File: src/rtl/maccum_back.sv
// maccum_back: backward-pass multiply-accumulate.
// Computes B[p] = sum over c of W[c][p] * D[c] with NP parallel multipliers,
// walking over the NC child neurons one per cycle.
// Optional build macro: MACCUM_BACK_ROUND_EN selects round-half-up on each
// product term instead of truncation toward -inf.
module maccum_back #(
    parameter int NP = 4,
    parameter int NC = 4,
    parameter int WF = 8,
    localparam int WO = $clog2(NC) + WF
) (
    input  logic                   iCLK,
    input  logic                   iRST,
    input  logic                   iValid_AM_Weight,
    output logic                   oReady_AM_Weight,
    input  logic [NC*NP*WF-1:0]    iData_AM_Weight,
    input  logic                   iValid_AM_Delta,
    output logic                   oReady_AM_Delta,
    input  logic [NC*WF-1:0]       iData_AM_Delta,
    output logic                   oValid_BM_Back,
    input  logic                   iReady_BM_Back,
    output logic [NP*WO-1:0]       oData_BM_Back
);

    localparam int CW = (NC > 1) ? $clog2(NC) : 1;

    typedef enum logic [1:0] {
        IDLE,
        ACCUM,
        DONE
    } state_t;

    state_t state;
    state_t state_next;

    logic [CW-1:0]          step;
    logic [NC*NP*WF-1:0]    w_lat;
    logic [NC*WF-1:0]       d_lat;
    logic signed [WO-1:0]   acc [NP];

    logic                   in_fire;
    logic                   last_step;

    logic signed [WF-1:0]   d_op;
    logic signed [WF-1:0]   w_op [NP];
    logic signed [2*WF-1:0] prod [NP];
    logic signed [WF-1:0]   term [NP];

`ifdef MACCUM_BACK_ROUND_EN
    localparam logic signed [2*WF:0] RND_BIAS = (2*WF+1)'(2**(WF-2));
    logic signed [2*WF:0]   rnd [NP];
`endif

    assign in_fire   = (state == IDLE) && iValid_AM_Weight && iValid_AM_Delta;
    assign last_step = (step == CW'(NC - 1));

    // State register; reset aborts any operation in flight.
    always_ff @(posedge iCLK or posedge iRST) begin
        if (iRST) begin
            state <= IDLE;
        end else begin
            state <= state_next;
        end
    end

    // Next-state: joint input handshake, NC accumulate steps, hold until drained.
    always_comb begin
        state_next = state;
        case (state)
            IDLE:    if (in_fire)        state_next = ACCUM;
            ACCUM:   if (last_step)      state_next = DONE;
            DONE:    if (iReady_BM_Back) state_next = IDLE;
            default:                     state_next = IDLE;
        endcase
    end

    // Outputs: readies cross-coupled so both inputs transfer together; data only shown in DONE.
    always_comb begin
        oReady_AM_Weight = 1'b0;
        oReady_AM_Delta  = 1'b0;
        oValid_BM_Back   = 1'b0;
        oData_BM_Back    = '0;
        if (!iRST && state == IDLE) begin
            oReady_AM_Weight = iValid_AM_Delta;
            oReady_AM_Delta  = iValid_AM_Weight;
        end
        if (state == DONE) begin
            oValid_BM_Back = 1'b1;
            for (int p = 0; p < NP; p++) begin
                oData_BM_Back[p*WO +: WO] = acc[p];
            end
        end
    end

    // Per-column product of the current row of W with D[step], scaled back to Q1.(WF-1).
    always_comb begin
        d_op = d_lat[int'(step)*WF +: WF];
        for (int p = 0; p < NP; p++) begin
            w_op[p] = w_lat[(int'(step)*NP + p)*WF +: WF];
            prod[p] = w_op[p] * d_op;
`ifdef MACCUM_BACK_ROUND_EN
            rnd[p]  = (2*WF+1)'(prod[p]) + RND_BIAS;
            term[p] = WF'(rnd[p] >>> (WF - 1));
`else
            term[p] = WF'(prod[p] >>> (WF - 1));
`endif
        end
    end

    // Datapath: latch operands on the joint handshake, then add one sign-extended term per step.
    always_ff @(posedge iCLK or posedge iRST) begin
        if (iRST) begin
            step  <= '0;
            w_lat <= '0;
            d_lat <= '0;
            for (int p = 0; p < NP; p++) begin
                acc[p] <= '0;
            end
        end else begin
            case (state)
                IDLE: begin
                    if (in_fire) begin
                        w_lat <= iData_AM_Weight;
                        d_lat <= iData_AM_Delta;
                        step  <= '0;
                        for (int p = 0; p < NP; p++) begin
                            acc[p] <= '0;
                        end
                    end
                end
                ACCUM: begin
                    for (int p = 0; p < NP; p++) begin
                        acc[p] <= acc[p] + WO'(term[p]);
                    end
                    step <= last_step ? '0 : step + 1'b1;
                end
                default: begin
                end
            endcase
        end
    end

endmodule

File: config.mk
export PLATFORM = sky130hd
export DESIGN_NAME = maccum_back
export DESIGN_NICKNAME = d
export VERILOG_FILES = /design/src/rtl/maccum_back.sv
export SDC_FILE = /design/constraint.sdc
export NUM_CORES = 1
export LEC_CHECK = 0
export ABC_AREA = 1
export CAP_MARGIN = 20
export CORE_ASPECT_RATIO = 0.7
export CORE_MARGIN = 1.5
export CORE_UTILIZATION = 60
export CTS_CLUSTER_DIAMETER = 150
export DETAILED_ROUTE_END_ITERATION = 10
export PLACE_DENSITY = 0.84
export SLEW_MARGIN = 20
export SYNTH_ARGS = -nofsm -noshare
export SYNTH_HDL_FRONTEND = slang
export SYNTH_SLANG_ARGS = --single-unit
File: constraint.sdc
create_clock -name iCLK -period 15.8 [get_ports iCLK]
set_input_delay 3.16 -clock iCLK [delete_from_list [all_inputs] [get_ports iCLK]]
set_output_delay 3.16 -clock iCLK [all_outputs]
set_load 0.02 [all_outputs]
==> impl_metrics.json, run 1 <==
{
  "drt_iter0_markers": 1245,
  "io_buffers": 207,
  "fmax_mhz": 119,
  "required_ns": 16.21,
  "die_area_sq_um": 35100,
  "critical_path_class": "flop to flop",
  "synth.avg_cell_area_sq_um": 8.38,
  "vias_per_cell": 5.56,
  "drv_slew": 0,
  "yosysWarnings": 0,
  "cp_slowest_cell": "clkinv_1",
  "area_delta_synth_final_pct": 14.9,
  "h-tree-depth": 1,
  "clk_latency_ns": 0.54,
  "clk_pin_slew_ns": 0.07,
  "place_worst_setup_slack_ns": 7.50,
  "hold_path_end": "d_lat[16]",
  "cts_buffers": 23,
  "drt.antenna.violating_nets": 0,
  "r2r-start": "step[0]",
  "core_sq_um": 33500,
  "synth_edf_count": 0,
  "drv_cap": 0,
  "postCtsResizedCells": 0,
  "relSlewSlack_pct": 28.6,
  "cp-end-kind": "flop",
  "ys_ff_latch": 204,
  "synth_flop_cell": "dfrtp_1",
  "worstHoldStart": "d_lat[16]",
  "grt_use_total_pct": 30.7,
  "wire_per_inst_microns": 16.9,
  "clock_path_buffers": 3,
  "cp_max_fo": 93,
  "syn_area_sq_um": 20400,
  "hold_viol_final": 0,
  "grt_overflow": 0,
  "place_area_sq_um": 22700,
  "die_h_microns": 157,
  "hold_depth": 1,
  "place.gp.congestion": 0.925,
  "cts_tree": "built",
  "fin_ws_ns": 7.37,
  "min_path_type": "flop to flop",
  "ff2ff_setup_slack_ns": 7.37,
  "grt_max_degree": 94,
  "rows": 56,
  "totalWireLength_mm": 51.6,
  "status": "completed",
  "min_period_over_period_pct": 53.3,
  "num_vias": 17000,
  "synthCells": 2433,
  "dp.cells": 3012,
  "yosysSeqAreaShare_pct": 25.0,
  "cp.arrival_ns": 8.84,
  "final_nets": 3108,
  "rsz0062_at_grt": "no",
  "crit_top_cell": "nand2_1",
  "async_flop_share_pct": 100,
  "fin_worst_skew_ns": 0.0114,
  "grt_pass1_wl_mm": 86.6,
  "r2r_end": "acc[37]",
  "crit_path_start_kind": "flop",
  "worst_slew_pin_slew_ns": 1.07,
  "final.setup.tns_ns": 0,
  "die_w_microns": 223,
  "drive_gt1_share_pct": 10.3,
  "io_pins": 208,
  "start_util_pct": 60.8,
  "layout.cells.non_filler": 3053,
  "diodes": 0,
  "postCtsSetupBuffers": 0,
  "dr.pass1.iters": 5,
  "fin_area_sq_um": 23400,
  "synth.distinct_cells": 48,
  "rr_worst_depth": 33,
  "syn_nets": 2939,
  "setup_viol": 0,
  "drc": 0,
  "antenna_found_initial": 0,
  "holdBufCountCts": 0,
  "cts_sinks": 204,
  "critPathMaxStageDelay_ns": 0.99,
  "dp_hpwl_mm": 39.3,
  "grt_pass1_vias": 18200,
  "finalCriticalPeriod_ns": 8.43,
  "root_buffer": "clkbuf_16"
}
-- final cells by class --
class / count / area, sq um
Inverter: 522 / 1970
Tap cell: 435 / 544
Clock inverter: 7 / 78.8
Timing Repair Buffer: 222 / 2180
Clock buffer: 34 / 687
Fill cell: 2564 / 10100
Sequential cell: 204 / 5110
Multi-Input combinational cell: 1629 / 12900
-- cells by family (layout without fill, tap and decap cells) --
logic type | Yosys count | after routing | synth area share [%]
and+or+nand+nor | 859 | 859 | 17.2
buffers and inverters | 600 | 785 | 11.9
adders and majority gates | 341 | 341 | 28.5
AOI/OAI and AO/OA | 257 | 257 | 8.32
DFF | 204 | 204 | 25.0
muxes | 138 | 138 | 7.63
xor gates and xnor gates | 34 | 34 | 1.46
-- cells in the mapped netlist, drive strengths merged (7+ instances only) --
cell,count,area share (%)
buf,66,2.1
nand2,458,8.7
mux2,138,7.6
ha,137,8.4
a21oi,120,3.0
o22ai,29,0.89
nand4,12,0.37
nor2,301,5.7
dfrtp,204,25
xor2,21,0.90
o21a,7,0.26
a32oi,27,1.8
fa,204,20
o21bai,10,0.37
o21ai,35,0.86
nand3,78,1.9
xnor2,13,0.56
clkbuf,12,0.22
inv,518,9.5
-- critical path, delay by kind of cell (launching register included) --
kind / cells / cell delay, ns
and+or+nand+nor: 14 / 1.98
AOI/OAI and AO/OA: 5 / 0.94
DFF: 1 / 0.34
adders and majority gates: 6 / 2.62
buffers and inverters: 8 / 2.38
-- how the worst max path moves through the flow --
stage                 start               to  slack [ns]  cells past startpoint
floorplan              iRST  oReady_AM_Delta        4.68                      3
global placement       iRST  oReady_AM_Delta        7.55                      5
detailed placement  step[0]          acc[37]        7.50                     33
CTS                 step[0]          acc[37]        7.45                     33
global route        step[0]          acc[29]        6.73                     35
finish              step[0]          acc[37]        7.37                     33
-- registers in the layout, summed over array words and instances (netlist names) --
register and cells:
w_lat 128, d_lat 32, state 2, acc 40, step 2
-- per-layer routing --
layer,up-vias,share of wire [%],global-route usage (%),wire length (microns)
met5,-,0,0,0
met4,0,3.2,10.7,1680
met3,126,6.4,4.41,3330
met2,587,50,56.1,26100
met1,8363,40,37.3,20500
li1,7889,-,-,-
-- per-stage QoR --
stage | utilization [%] | hold WS (ns)
2_1_floorplan | - | 0.471
3_3_place_gp | 67.7 | 0.482
3_5_place_dp | 67.7 | 0.489
4_1_cts | 69.9 | 0.503
5_1_grt | 69.9 | 0.519
6_report | 69.9 | 0.502
-- cells in the final DEF, fill, tap and decap left out, types with 7 or more instances in the layout --
| cell | synthesis | final |
|---|---|---|
| inv_1 | 500 | 499 |
| nand2_1 | 433 | 433 |
| nor2_1 | 292 | 292 |
| clkdlybuf4s50_1 | 0 | 207 |
| fa_1 | 204 | 204 |
| dfrtp_1 | 204 | 203 |
| mux2_2 | 138 | 138 |
| ha_1 | 137 | 137 |
| a21oi_1 | 119 | 119 |
| nand3_1 | 77 | 76 |
| o21ai_0 | 34 | 34 |
| o22ai_1 | 29 | 29 |
| nand2_2 | 25 | 25 |
| clkbuf_16 | 0 | 23 |
| xor2_1 | 21 | 21 |
| inv_2 | 18 | 18 |
| a32oi_2 | 15 | 15 |
| buf_4 | 7 | 15 |
| xnor2_1 | 13 | 13 |
| nand4_1 | 12 | 12 |
| a32oi_1 | 11 | 11 |
| o21bai_1 | 10 | 10 |
| nor2_2 | 9 | 9 |
| o21a_1 | 7 | 7 |
| clkbuf_8 | 0 | 7 |
Power of run 1 is not shown: default switching activity piles up to over one toggle a cycle in this logic, so the estimate is an artifact.
==> inputs of run 2 (changes only) <==
- CORE_UTILIZATION: 60 -> 54
- PLACE_DENSITY: 0.84 -> 0.79
- clock period: 15.8 -> 6.8 ns (I/O delays scaled with it)
==> run 2 against run 1 <==
Effect of this change:
- critical path type unchanged
- non-clock buffer count up 45
- critical path depth rose by 4
- final cell count increased by 3.2%
- count of clock-buffer cells in the layout shrank 3
==> impl_metrics.json, run 2 (synthesis gave the netlist of run 1 again) <==
{
  "worstHoldStart": "acc[29]",
  "largest-register": "w_lat",
  "num-fill-cells": 3015,
  "io_pins": 208,
  "final_nets": 3154,
  "cp-end-kind": "flop",
  "core_sq_um": 37200,
  "drv_slew": 0,
  "finalCriticalPeriod_ns": 6.43,
  "register_area_sq_um": 5110,
  "drc": 0,
  "hold_viol_final": 0,
  "place.gp.congestion": 0.940,
  "fmax_mhz": 155,
  "antenna_found_initial": 0,
  "grt_pass1_wl_mm": 88.0,
  "num_vias": 17000,
  "dr.pass1.iters": 6,
  "root_buffer": "clkbuf_16",
  "start_util_pct": 54.8,
  "die_w_microns": 235,
  "fin_ws_ns": 0.369,
  "min_path_type": "flop to flop",
  "drt_iter0_markers": 1155,
  "critical_path_class": "flop to flop",
  "reg_top3": "w_lat x128, acc x40, d_lat x32",
  "cp.arrival_ns": 6.86,
  "min_period_over_period_pct": 94.6,
  "h-tree-depth": 1,
  "vias_per_cell": 5.39,
  "drv_cap": 0,
  "drt.antenna.violating_nets": 0,
  "die_h_microns": 166,
  "wire_per_inst_microns": 17.2,
  "startpoint": "step[0]",
  "cts_buffers": 23,
  "cp_slowest_cell": "dfrtp_2",
  "fin_util_pct": 64.8,
  "io_buffers": 207,
  "dp_hpwl_mm": 41.1,
  "worst_slew_pin_slew_ns": 1.04,
  "clk_pin_slew_ns": 0.06,
  "ff2ff_setup_slack_ns": 0.37,
  "grt_overflow": 0,
  "setup_viol": 0,
  "grt_use_total_pct": 28.2,
  "r2r_end": "acc[29]",
  "mostFrequentLayoutCell": "inv_1",
  "dp.cells": 3090,
  "grt_max_degree": 95,
  "hold_slack_ns": 0.508,
  "layout.cells.non_filler": 3152,
  "hold_path_end": "acc[29]",
  "drive_gt1_share_pct": 12.8,
  "rows": 59,
  "largest_register_ffs": 128,
  "rr_worst_depth": 37,
  "clk_latency_ns": 0.54,
  "grt_pass1_vias": 17500,
  "area_delta_synth_final_pct": 18.4,
  "fin_worst_skew_ns": 0.0183,
  "rsz0062_at_grt": "yes",
  "cts_tree": "built",
  "cp_max_fo": 10,
  "hold_depth": 2,
  "clock_path_buffers": 3,
  "multi_input_area_sq_um": 13000,
  "required_ns": 7.22,
  "status": "completed",
  "diodes": 0,
  "r2r-start": "step[0]",
  "totalWireLength_mm": 54.4,
  "crit_path_start_kind": "flop",
  "critPathMaxStageDelay_ns": 0.55,
  "place_worst_setup_slack_ns": 0.195,
  "final_cell_mix": "494 x inv_1, 432 x nand2_1, 289 x nor2_1",
  "cts_sinks": 204,
  "relSlewSlack_pct": 30.5,
  "die_area_sq_um": 38900
}
==> run 2: how the worst max path moves through the flow <==
stage	to	slack, ns	depth (start not counted)
finish	acc[29]	0.37	37
global route	acc[29]	-0.11	36
CTS	acc[19]	0.17	34
detailed placement	acc[19]	0.19	34
global placement	acc[16]	0.37	26
floorplan	acc[29]	0.78	38
==> run 2: critical path: cells and delay by family (launching register included) <==
| kind | cells | cell delay, ns |
|---|---|---|
| AO/OA/AOI/OAI | 4 | 0.68 |
| XOR/XNOR | 1 | 0.16 |
| adder cells (fa/ha/maj) | 6 | 2.68 |
| buffers and inverters | 12 | 1.03 |
| flip-flops | 1 | 0.55 |
| AND/OR/NAND/NOR | 14 | 1.18 |
==> run 2: per-stage QoR <==
step	cell area [sq um]	setup TNS [ns]
finish	24100	0
detailed placement	23000	0
floorplan	20400	0
CTS	23700	0
global route	24100	-0.221
global placement	23000	0
==> run 2: layout make-up <==
type	count	area share, %
Timing Repair Buffer	267	11.2
Inverter	522	8.26
Sequential cell	204	21.2
Clock inverter	10	0.373
Multi-Input combinational cell	1630	53.9
Tap cell	488	2.53
Clock buffer	31	2.63
==> run 2: per-layer routing <==
| metal | up-vias | wire [microns] | track usage, % |
|---|---|---|---|
| met1 | 8337 | 22700 | 35.9 |
| met5 | - | 0 | 0 |
| li1 | 7975 | - | - |
| met4 | 0 | 1930 | 9.89 |
| met2 | 543 | 26600 | 49.7 |
| met3 | 136 | 3060 | 3.82 |
==> run 2: repair_timing <==
item / CTS / global route
buffers inserted: 0 / 17
endpoints found under the setup margin: 0 / 17
resized for setup: 0 / 51
hold buffers: 0 / 0
Power of run 2 is left out for the same reason.
==> inputs of run 3 (changes only) <==
- CORE_ASPECT_RATIO: 0.7 -> default
- CORE_MARGIN: 1.5 -> 4
- GPL_TIMING_DRIVEN: default -> 0
==> run 3 against run 2 <==
Effect of this change:
- die area increased by 5.1%
- first-iteration DRC count up 14%
- non-clock buffer count rose by 55
- worst setup slack got worse by 0.11 ns
- global-route usage rose by 0.68 points
- wire length is 11% higher
- cell area rose by 3.9%
- critical path depth fell by 3
- hold slack worse by 0.0016 ns
- sequential share of layout area decreased by 0.79 points
- count of clock-buffer cells in the layout unchanged
- critical endpoint is now acc[19]
==> impl_metrics.json, run 3 (synthesis gave the netlist of run 1 again) <==
{
  "crit_buf_inv": 10,
  "gr-usage-met3_pct": 6.11,
  "clock_path_buffers": 3,
  "largest_register_ffs": 128,
  "start_util_pct": 55.1,
  "crit_top_cell": "nand2_1",
  "min_period_over_period_pct": 96.1,
  "cts_sinks": 204,
  "holdBufCountCts": 0,
  "drt_iter0_markers": 1311,
  "cp_max_fo": 10,
  "min_path_type": "flop to flop",
  "cts_buffers": 25,
  "grt_pass1_vias": 18200,
  "io_pins": 208,
  "vias_per_cell": 5.43,
  "drv_slew": 0,
  "cp_slowest_cell": "fa_2",
  "grt_overflow": 0,
  "fmax_mhz": 153,
  "final_cell_mix": "487 x inv_1, 429 x nand2_1, 285 x nor2_1",
  "relSlewSlack_pct": 53.3,
  "grt-busiest-layer": "met2",
  "h-tree-depth": 1,
  "critPathTopFamily": "adder cells",
  "cts_tree": "built",
  "area_delta_synth_final_pct": 23.0,
  "clk_latency_ns": 0.55,
  "fin_area_sq_um": 25100,
  "grt_max_degree": 36,
  "place_area_sq_um": 23200,
  "grt_pass1_wl_mm": 94.3,
  "drt.antenna.violating_nets": 0,
  "hold_viol_final": 0,
  "cp.arrival_ns": 6.97,
  "register_area_sq_um": 5110,
  "multi_input_area_sq_um": 13300,
  "place.gp.congestion": 0.964,
  "root_buffer": "clkbuf_16",
  "clk_pin_slew_ns": 0.06,
  "die_area_sq_um": 40900,
  "crit_path_start_kind": "flop",
  "die_h_microns": 202,
  "grtUsageMet1_pct": 36.7,
  "finalCriticalPeriod_ns": 6.54,
  "rsz0062_at_grt": "yes",
  "drive_gt1_share_pct": 16.0,
  "largest-register": "w_lat",
  "num_vias": 17500,
  "wire_per_inst_microns": 18.7,
  "critical_path_class": "flop to flop",
  "drc": 0,
  "die_w_microns": 202,
  "setup_viol": 0,
  "dr.pass1.iters": 5,
  "io_buffers": 207,
  "antenna_found_initial": 0,
  "worst_slew_pin_slew_ns": 0.700,
  "critPathMaxStageDelay_ns": 0.60,
  "mostFrequentLayoutCell": "inv_1",
  "dp_hpwl_mm": 47.8,
  "core_sq_um": 37000,
  "rows": 70,
  "num-fill-cells": 2876,
  "drv_cap": 0,
  "grt_use_total_pct": 28.8,
  "required_ns": 7.23,
  "diodes": 0,
  "status": "completed",
  "reg_top3": "w_lat x128, acc x40, d_lat x32",
  "cp-end-kind": "flop",
  "met2_usage_pct": 48.8,
  "totalWireLength_mm": 60.5,
  "final_nets": 3210,
  "fin_worst_skew_ns": 0.0170
}
run 3: cell count changes in the layout (fill, tap and decap cells not counted), moves of 9 or more:
cell and delta:
ha_4 +9, ha_1 -10, buf_6 +17, buf_4 -12, buf_2 +25, a32oi_4 +9
clkbuf_1 +10
run 3: worst reg2reg max path, delay by kind of cell (launching register included):
kind	cells	cell delay [ns]
buffers and inverters	10	1.19
AND/OR/NAND/NOR	16	1.44
flip-flops	1	0.48
adder cells (fa/ha/maj)	6	2.71
AO/OA/AOI/OAI	2	0.63
run 3: per-layer routing:
metal  wire length [microns]  up-vias
met5                       0        -
met4                    2510        0
met3                    5180      163
met2                   28500      836
met1                   24300     8421
li1                        -     8105
run 3: through the flow:
step | hold WS [ns] | worst slack [ns] | setup TNS, ns | cells | util [%]
after floorplan | 0.471 | 0.777 | 0 | 2433 | -
after global placement | 0.486 | -1.39 | -3.55 | 3144 | 62.5
after detailed placement | 0.490 | -0.372 | -2.00 | 3151 | 62.9
after CTS | 0.504 | 0.00410 | 0 | 3201 | 65.8
after global routing | 0.514 | -0.0861 | -0.418 | 3227 | 67.8
final | 0.506 | 0.263 | 0 | 3227 | 67.8
run 3: area by class of cell:
class	count	area share (%)
Multi-Input combinational cell	1629	53.2
Sequential cell	204	20.4
Timing Repair Buffer	244	9.97
Inverter	522	7.91
Clock buffer	31	2.63
Tap cell	504	2.52
Buffer	78	2.37
Clock inverter	15	0.983
run 3: final timing paths:
| path | slack (ns) | depth (start not counted) | startpoint | endpoint |
|---|---|---|---|---|
| worst min-delay path | 0.51 | 1 | w_lat[72] | w_lat[72] |
| max in group asynchronous | 4.49 | 6 | iRST | w_lat[35] |
| worst min register to register | 0.51 | 1 | w_lat[72] | w_lat[72] |
| worst max register to register | 0.26 | 34 | step[0] | acc[19] |
| worst max-delay path | 0.26 | 34 | step[0] | acc[19] |
| min in group asynchronous | 1.17 | 2 | iRST | w_lat[29] |
run 3: repair_timing:
item,4_1_cts,5_1_grt
buffers inserted,4,25
hold endpoints to repair,0,0
gates resized for setup,35,131
gates cloned,0,1
pin swaps,2,23
endpoints found under the setup margin,13,22
Power of run 3 is left out for the same reason.
